--- config.mk ---
export PLATFORM = sky130hd
export DESIGN_NAME = divider_host_link_flat
export DESIGN_NICKNAME = d
export VERILOG_FILES = /design/src/rtl/divider_host_link_if.sv /design/src/rtl/divider_host_link.sv /design/src/flat_wrapper.sv
export SDC_FILE = /design/constraint.sdc
export NUM_CORES = 1
export LEC_CHECK = 0
export CORE_AREA = 2 2 131 133
export CTS_BUF_LIST = sky130_fd_sc_hd__clkbuf_16
export DETAILED_ROUTE_END_ITERATION = 7
export DIE_AREA = 0 0 133 135
export PLACE_DENSITY_LB_ADDON = 0.08
export REMOVE_ABC_BUFFERS = 1
export SLEW_MARGIN = 30
export SYNTH_ARGS = -nofsm -noshare
export SYNTH_HDL_FRONTEND = slang
export SYNTH_SLANG_ARGS = --single-unit
export TNS_END_PERCENT = 20
--- constraint.sdc ---
create_clock -name divider_clk -period 2.9 [get_ports divider_clk]
set_input_delay 0.58 -clock divider_clk [delete_from_list [all_inputs] [get_ports divider_clk]]
set_output_delay 0.58 -clock divider_clk [all_outputs]
set_load 0.05 [all_outputs]
--- src/rtl/divider_host_link_if.sv ---
// Host/command/response signal bundle for divider_host_link.
// master = host plus divider-controller side, slave = divider_host_link itself.
interface divider_host_link_if;
  logic        req_valid;
  logic        req_ready;
  logic [7:0]  req_mode;
  logic [31:0] req_num;
  logic [31:0] req_den;
  logic        write;
  logic [95:0] out_data;
  logic        write_in;
  logic [95:0] write_out;
  logic        rsp_valid;
  logic [2:0]  rsp_status;
  logic [31:0] rsp_quot;
  logic [31:0] rsp_rem;

  modport master (
    output req_valid, req_mode, req_num, req_den, write_in, write_out,
    input  req_ready, write, out_data, rsp_valid, rsp_status, rsp_quot, rsp_rem
  );

  modport slave (
    input  req_valid, req_mode, req_num, req_den, write_in, write_out,
    output req_ready, write, out_data, rsp_valid, rsp_status, rsp_quot, rsp_rem
  );
endinterface

--- src/rtl/divider_host_link.sv ---
// Initiator side of the divider command/response link with validation, tag check and timeout.
// Optional zero-denominator rejection is enabled by defining DIVIDER_ZERO_CHECK_EN.
module divider_host_link #(
  parameter int unsigned TIMEOUT_CYCLES = 64
) (
  input logic           divider_clk,
  input logic           reset,
  divider_host_link_if.slave link
);

  typedef enum logic [2:0] {
    S_IDLE,
    S_SEND,
    S_WAIT,
    S_CAPT,
    S_DONE
  } state_t;

  typedef enum logic [2:0] {
    RS_OK       = 3'd0,
    RS_BAD_MODE = 3'd1,
    RS_TIMEOUT  = 3'd2,
    RS_BAD_TAG  = 3'd3,
    RS_DIV_ZERO = 3'd4
  } status_t;

  localparam logic [15:0] TO_LAST = 16'(TIMEOUT_CYCLES - 1);

  state_t      state_q, state_d;
  logic [15:0] cnt_q, cnt_d;
  logic [7:0]  mode_q, mode_d;
  logic [31:0] num_q, num_d;
  logic [31:0] den_q, den_d;
  status_t     status_q, status_d;
  logic [31:0] quot_q, quot_d;
  logic [31:0] rem_q, rem_d;

  logic        mode_legal;
  logic [31:0] num_masked;
  logic [31:0] den_masked;
  logic        tag_ok;

  function automatic logic [31:0] width_mask(input logic [7:0] mode);
    logic [31:0] m;
    case (mode)
      8'd1:    m = 32'h0000_00FF;
      8'd2:    m = 32'h0000_FFFF;
      8'd3:    m = 32'h00FF_FFFF;
      default: m = 32'hFFFF_FFFF;
    endcase
    return m;
  endfunction

  assign mode_legal = (link.req_mode >= 8'd1) && (link.req_mode <= 8'd4);
  assign num_masked = link.req_num & width_mask(link.req_mode);
  assign den_masked = link.req_den & width_mask(link.req_mode);
  assign tag_ok     = (link.write_out[95:80] == 16'h000A) &&
                      (link.write_out[47:32] == 16'h000B);

  always_ff @(posedge divider_clk) begin
    if (reset) begin
      state_q  <= S_IDLE;
      cnt_q    <= '0;
      mode_q   <= '0;
      num_q    <= '0;
      den_q    <= '0;
      status_q <= RS_OK;
      quot_q   <= '0;
      rem_q    <= '0;
    end else begin
      state_q  <= state_d;
      cnt_q    <= cnt_d;
      mode_q   <= mode_d;
      num_q    <= num_d;
      den_q    <= den_d;
      status_q <= status_d;
      quot_q   <= quot_d;
      rem_q    <= rem_d;
    end
  end

  always_comb begin
    state_d  = state_q;
    cnt_d    = cnt_q;
    mode_d   = mode_q;
    num_d    = num_q;
    den_d    = den_q;
    status_d = status_q;
    quot_d   = quot_q;
    rem_d    = rem_q;

    case (state_q)
      S_IDLE: begin
        if (link.req_valid) begin
          mode_d = link.req_mode;
          num_d  = num_masked;
          den_d  = den_masked;
          if (!mode_legal) begin
            state_d  = S_DONE;
            status_d = RS_BAD_MODE;
            quot_d   = '0;
            rem_d    = '0;
`ifdef DIVIDER_ZERO_CHECK_EN
          end else if (den_masked == '0) begin
            state_d  = S_DONE;
            status_d = RS_DIV_ZERO;
            quot_d   = '0;
            rem_d    = '0;
`endif
          end else begin
            state_d = S_SEND;
          end
        end
      end

      S_SEND: begin
        cnt_d   = '0;
        state_d = S_WAIT;
      end

      // Timeout fires on the edge where the incremented count reaches
      // TIMEOUT_CYCLES-1, so DONE lands TIMEOUT_CYCLES cycles after SEND.
      S_WAIT: begin
        cnt_d = cnt_q + 16'd1;
        if (link.write_in) begin
          state_d = S_CAPT;
        end else if (cnt_d == TO_LAST) begin
          state_d  = S_DONE;
          status_d = RS_TIMEOUT;
          quot_d   = '0;
          rem_d    = '0;
        end
      end

      S_CAPT: begin
        state_d = S_DONE;
        if (tag_ok) begin
          status_d = RS_OK;
          quot_d   = link.write_out[79:48];
          rem_d    = link.write_out[31:0];
        end else begin
          status_d = RS_BAD_TAG;
          quot_d   = '0;
          rem_d    = '0;
        end
      end

      S_DONE: begin
        state_d = S_IDLE;
      end

      default: begin
        state_d = S_IDLE;
      end
    endcase
  end

  // Strobes are gated by reset so they drop in the cycle reset is raised.
  assign link.req_ready  = (state_q == S_IDLE) && !reset;
  assign link.write      = (state_q == S_SEND) && !reset;
  assign link.out_data   = link.write ? {mode_q, 8'h00, den_q, mode_q, 8'h01, num_q} : '0;
  assign link.rsp_valid  = (state_q == S_DONE) && !reset;
  assign link.rsp_status = status_q;
  assign link.rsp_quot   = quot_q;
  assign link.rsp_rem    = rem_q;

endmodule

--- src/flat_wrapper.sv ---
// flat-port wrapper written by rule: the top's interface ports become plain ports
module divider_host_link_flat 
#(
  parameter int unsigned TIMEOUT_CYCLES = 64
)
  (divider_clk, reset, link_req_valid, link_req_mode, link_req_num, link_req_den, link_write_in, link_write_out, link_req_ready, link_write, link_out_data, link_rsp_valid, link_rsp_status, link_rsp_quot, link_rsp_rem);
  divider_host_link_if link_i ();
  input logic divider_clk;
  input logic reset;
  input wire logic [$bits(link_i.req_valid)-1:0] link_req_valid;
  input wire logic [$bits(link_i.req_mode)-1:0] link_req_mode;
  input wire logic [$bits(link_i.req_num)-1:0] link_req_num;
  input wire logic [$bits(link_i.req_den)-1:0] link_req_den;
  input wire logic [$bits(link_i.write_in)-1:0] link_write_in;
  input wire logic [$bits(link_i.write_out)-1:0] link_write_out;
  output wire logic [$bits(link_i.req_ready)-1:0] link_req_ready;
  output wire logic [$bits(link_i.write)-1:0] link_write;
  output wire logic [$bits(link_i.out_data)-1:0] link_out_data;
  output wire logic [$bits(link_i.rsp_valid)-1:0] link_rsp_valid;
  output wire logic [$bits(link_i.rsp_status)-1:0] link_rsp_status;
  output wire logic [$bits(link_i.rsp_quot)-1:0] link_rsp_quot;
  output wire logic [$bits(link_i.rsp_rem)-1:0] link_rsp_rem;
  assign link_i.req_valid = link_req_valid;
  assign link_i.req_mode = link_req_mode;
  assign link_i.req_num = link_req_num;
  assign link_i.req_den = link_req_den;
  assign link_i.write_in = link_write_in;
  assign link_i.write_out = link_write_out;
  assign link_req_ready = link_i.req_ready;
  assign link_write = link_i.write;
  assign link_out_data = link_i.out_data;
  assign link_rsp_valid = link_i.rsp_valid;
  assign link_rsp_status = link_i.rsp_status;
  assign link_rsp_quot = link_i.rsp_quot;
  assign link_rsp_rem = link_i.rsp_rem;
  divider_host_link #(.TIMEOUT_CYCLES(TIMEOUT_CYCLES)) u_core (.divider_clk(divider_clk), .reset(reset), .link(link_i));
endmodule
# Word level (Yosys, flattened, before mapping)
# Cells that the tools add are included.
# totals
regBits	158
input_bits	172
out_inout_bits	166
word_cells	62
# op_classes
add_sub_neg	1
order_cmp	2
eq_ne	15
mux	22
n_bitwise	2
reduce_logical	12
# op_table
operator	count
32-bit case mux with 3 select lines	3
32-bit two-way mux	6
96-bit two-way mux	1
32-bit bitwise AND	2
16-bit by 4-bit == test with 1-bit output, second input constant	2
16-bit case mux with 2 select lines	1
3-bit two-way mux	8
16-bit by 1-bit adder with 16-bit output, second input constant	1
16-bit by 6-bit == test with 1-bit output, second input constant	1
8-bit by 2-bit == test with 1-bit output, second input constant	2
3-bit case mux with 4 select lines	1
3-bit case mux with 3 select lines	1
8-bit by 1-bit == test with 1-bit output, second input constant	1
8-bit by 1-bit greater-or-equal comparator with 1-bit output, second input constant	1
8-bit by 3-bit <= comparator with 1-bit output, second input constant	1
3-bit by 2-bit == test with 1-bit output, second input constant	2
2-bit inequality test, second input constant	3
1-bit logical AND	5
5-bit AND reduction	1
2-bit AND reduction	2
3-bit by 1-bit == test with 1-bit output, second input constant	1
3-bit == test, second input constant	1
3-bit zero test	1
3-bit by 2-bit inequality test with 1-bit output, second input constant	1
5 further kinds	5

# Depth between registers and ports, before layout
# Gate-level depths: netlist of run 1.
# logic_depth
word_depth	5
mapped_depth	10

# Least setup slack after synthesis of run 1
# OpenSTA, ideal clock, no wires.
# synth_timing
kind	input-to-output
startpoint	input reset
endpoint	output link_rsp_valid
arrival_time_ns	2.539
setup_slack_ns	-0.219
cell_stages	3
cell_sequence	clkbuf_1 clkbuf_1 nor4b_1
# synth_between
elab_chain_cells	2
# synth_lines
element	line_no	rtl
start, declared	flat_wrapper.sv:9	input logic reset;
1-bit zero test	divider_host_link.sv:162	assign link.rsp_valid = (state_q == S_DONE) && !reset;
1-bit logical AND	divider_host_link.sv:162	
end, declared	flat_wrapper.sv:19	output wire logic [$bits(link_i.rsp_valid)-1:0] link_rsp_valid;
# Every way passes these cells.

# Worst setup path after layout of run 1
# layout_timing
startpoint	register u_core.cnt_q[0]
endpoint	register u_core.rem_q[8] (netlist: u_core.link.rsp_rem[8])
# layout_between
elab_chain_cells	4
# layout_lines
element	line_no	rtl
start, declared	divider_host_link.sv:30	logic [15:0] cnt_q, cnt_d;
start signal, assigned	divider_host_link.sv:72	cnt_q <= cnt_d;
16-bit by 1-bit adder with 16-bit output	divider_host_link.sv:124	cnt_d = cnt_q + 16'd1;
16-bit by 6-bit == test with 1-bit output	divider_host_link.sv:127	end else if (cnt_d == TO_LAST) begin
2-bit by 1-bit inequality test with 1-bit output (no source line)	--	
5-bit AND reduction (no source line)	--	
end signal, assigned	divider_host_link.sv:78	rem_q <= rem_d;
end, declared	divider_host_link.sv:36	logic [31:0] rem_q, rem_d;
# Every way passes these cells.
# A chain may end at the register's enable or synchronous reset.

==> run metrics, run 1 <==
Synth Area in Compound Gates 21.58%; fmax 369.6 MHz; 1st-iter DRT viols 355; top layer in use met4; fraction of layout instances using a drive strength above 1 14.64%; Setup Fix Bufs, Post-CTS 0; synthesized instance count 713; top-area cell type share of the netlist area 48.41%; area delta synth->final 72.71%; M1 wire length 8638 microns; Setup crit start u_core.cnt_q[0]; Final period util 93.30%; drt total wl 20030 microns; Setup crit end kind flop; cell taking the most area after synthesis dfxtp_1; Met3 Wirelength 1645 microns; H-tree depth reported by CTS 4; worst reg2reg endpoint u_core.link.rsp_rem[8]; worst setup margin 194.4 ps; Post-Synth Simple-Gate Area 21.03%; row count 47; Setup Viol. Count Final 0; Most used DFF post-synth dfxtp_1; hold_sp u_core.num_q[0]; gr usage total 21.83%; CP Class flop to flop; post-cts resize count 0; TritonCTS Sinks 157; xor/xnor cell area share of the yosys netlist 1.214%; number of synthesized flops with an enable pin 0; via count of the first global-routing pass 5784; RR Startpoint u_core.cnt_q[0]; main combinational cell family by area after synthesis compound AO/OA/AOI/OAI gates; Worst setup SP type flop; Hold Buf Count CTS 0; arrival time at the worst endpoint 3020 ps; most area-consuming cells after synthesis dfxtp_1 (48%), a22o_1 (8.6%), and2_1 (7.2%); Reg power frac 44.7%; ant diodes 0; Post-synth ARST share 0%; Req. time, crit path 3220 ps; Syn Area/Cell 9.106 sq um; placed cells 1206; max-cap violations 0; Slew headroom 35.77%; CTS tree yes; cell-internal power 3.797 mW; HP Class flop to flop; first-pass GRT wire length 31140 microns; via count 6133; initial antenna violation count 0; Worst Hold Depth 2; most frequent cells in the layout clkdlybuf4s50_1 (236), dfxtp_1 (157), buf_12 (87), nor2_1 (81), and2_1 (75); Fillers 1290; residual DRC count 0; commonest non-fill, non-tap cell in the layout clkdlybuf4s50_1; Final ANT Viol Nets 0; P per Cell Area 447.7 nW/um^2; clock root cell clkbuf_16; Finished Layout Cells 1238; Clk pwr share 45.1%; clock skew 9.836 ps; latest clock arrival within the worst-skew pair 430 ps; Synth Area in Adders 0.3854%; Cell variety after synth 48; sequential-to-total area share from yosys stat 48.41%; post-detail-place hpwl 14390 microns; first-pass iteration count of the detailed router 4; Post-Syn Area 6492 sq um; status complete, no violations; fin area 11210 sq um; WL met2 9507 microns; Switch Pwr 1.224 mW; Pwr Total 5.021 mW; fin crit period 2706 ps; Core Area 16410 sq um; worst slack at placement -130.1 ps; clock slew at reported path FFs 70 ps; RSZ-0062 raised after global routing false; PortBufs 321; Via-to-Cell Ratio 4.954; CP endpoint u_core.link.rsp_rem[8]; Comb pwr share 10.2%; Worst Reg-to-Reg Cells 8; Max clock buf depth 2; drt wl/cell 16.18 microns; Lkg Pwr 4.286 nW; Yosys reg bits 157; Final Hold Viols 0; total congestion overflow 0; die area 17960 sq um; IO Count 338; Initial Utilization 39.57%; TritonCTS Buffers 17; top fanout value on the critical path 31; multiplexer area fraction after synthesis 0.1542%; worst-margin pin slew 963.5 ps; Yosys warning count 0; DP Area 10610 sq um; setup slack, reg-to-reg 190 ps; Final Wtd Congestion 0.8031; die width 133 microns; Max Slew Vio Count 0; Sw Share 24.38%; pin count of the biggest net entering global routing 79; Nets 1179; Peak VDD IR 0.4572 mV; die height 135 microns
state kept, by name, indices dropped and copies added, names as in the netlist:
name                    count
u_core.num_q               32
u_core.den_q               32
u_core.mode_q               8
u_core.link.rsp_status      2
u_core.cnt_q               16
u_core.link.rsp_quot       32
u_core.state_q              3
u_core.link.rsp_rem        32
synthesized netlist by cell type, types with 3 or more instances:
| library cell | n |
|---|---|
| a31oi_1 | 5 |
| dfxtp_1 | 157 |
| nor3_1 | 5 |
| o31a_1 | 3 |
| nor2_1 | 81 |
| xor2_1 | 4 |
| nor4_1 | 9 |
| clkbuf_1 | 42 |
| a211oi_1 | 3 |
| and2_1 | 75 |
| buf_4 | 26 |
| a22o_1 | 64 |
| buf_2 | 3 |
| a21oi_1 | 38 |
| nor4b_1 | 5 |
| nand4_1 | 4 |
| a22oi_1 | 52 |
| o21ai_0 | 11 |
| a311oi_1 | 4 |
| nand2_1 | 62 |
| nand3_1 | 7 |
| xnor2_1 | 5 |
| inv_1 | 4 |
| buf_1 | 4 |
| nor2b_1 | 6 |
| buf_6 | 6 |
layer usage:
metal	vias up	GRT usage (%)
met5	-	0
met4	0	6.093
met3	19	7.395
met2	241	36.44
met1	2806	26.97
li1	3067	-
critical path: stages, from the launching register on:
cell and delay, ps:
dfxtp_1 420, ha_1 290, and3_1 340, xnor2_1 160
a41oi_1 160, o41a_1 460, o31a_2 340, buf_12 180
a22o_1 240
power by group through the flow:
stage | clock (mW) | combinational (mW) | sequential [mW]
finish | 2.26 | 0.513 | 2.24
global route | 2.41 | 0.557 | 2.25
CTS | 2.32 | 0.517 | 2.24
detailed placement | 0 | 0.514 | 2.29
global placement | 0 | 0.510 | 2.29
floorplan | 0 | 0.185 | 2.29
worst min path at each step:
stage | endpoint | slack, ps
6_report | u_core.num_q[0] | 450
5_1_grt | u_core.num_q[1] | 470
4_1_cts | u_core.den_q[4] | 450
3_5_place_dp | u_core.den_q[4] | 440
3_3_place_gp | u_core.num_q[6] | 440
2_1_floorplan | u_core.den_q[0] | 430
final cells by class:
cell class,count,area (sq um),share of cell area [%]
multi-input combinational,486,2954,26.34
sequential,157,3143,28.03
tap,220,275.3,2.455
timing repair buffer,339,4224,37.67
clock inverter,15,176.4,1.573
inverter,4,15.01,0.1339
clock buffer,17,425.4,3.794
stage by stage:
stage	setup TNS (ps)	utilization [%]	hold WS [ps]
final	0	68.34	449.8
after global routing	0	68.34	467.6
after CTS	0	68.34	450.7
after detailed placement	-7566	64.68	442.0
after global placement	-9913	64.68	438.1
after floorplan	-375960	-	425.7
logic make-up after synthesis:
kind of cell	count (synthesis)
xor+xnor	9
flops	157
buf+inv	85
mux	1
compound gates	189
fa+ha+maj	2
simple gates	269
other cells	1
No activity file was read; power rests on OpenSTA's default activity.
==> inputs of run 2 (changes only) <==
Settings changed: CAP_MARGIN from default to 5.
==> results of run 2 <==
No change in the layout: final DEF, timing and power equal those of run 1.
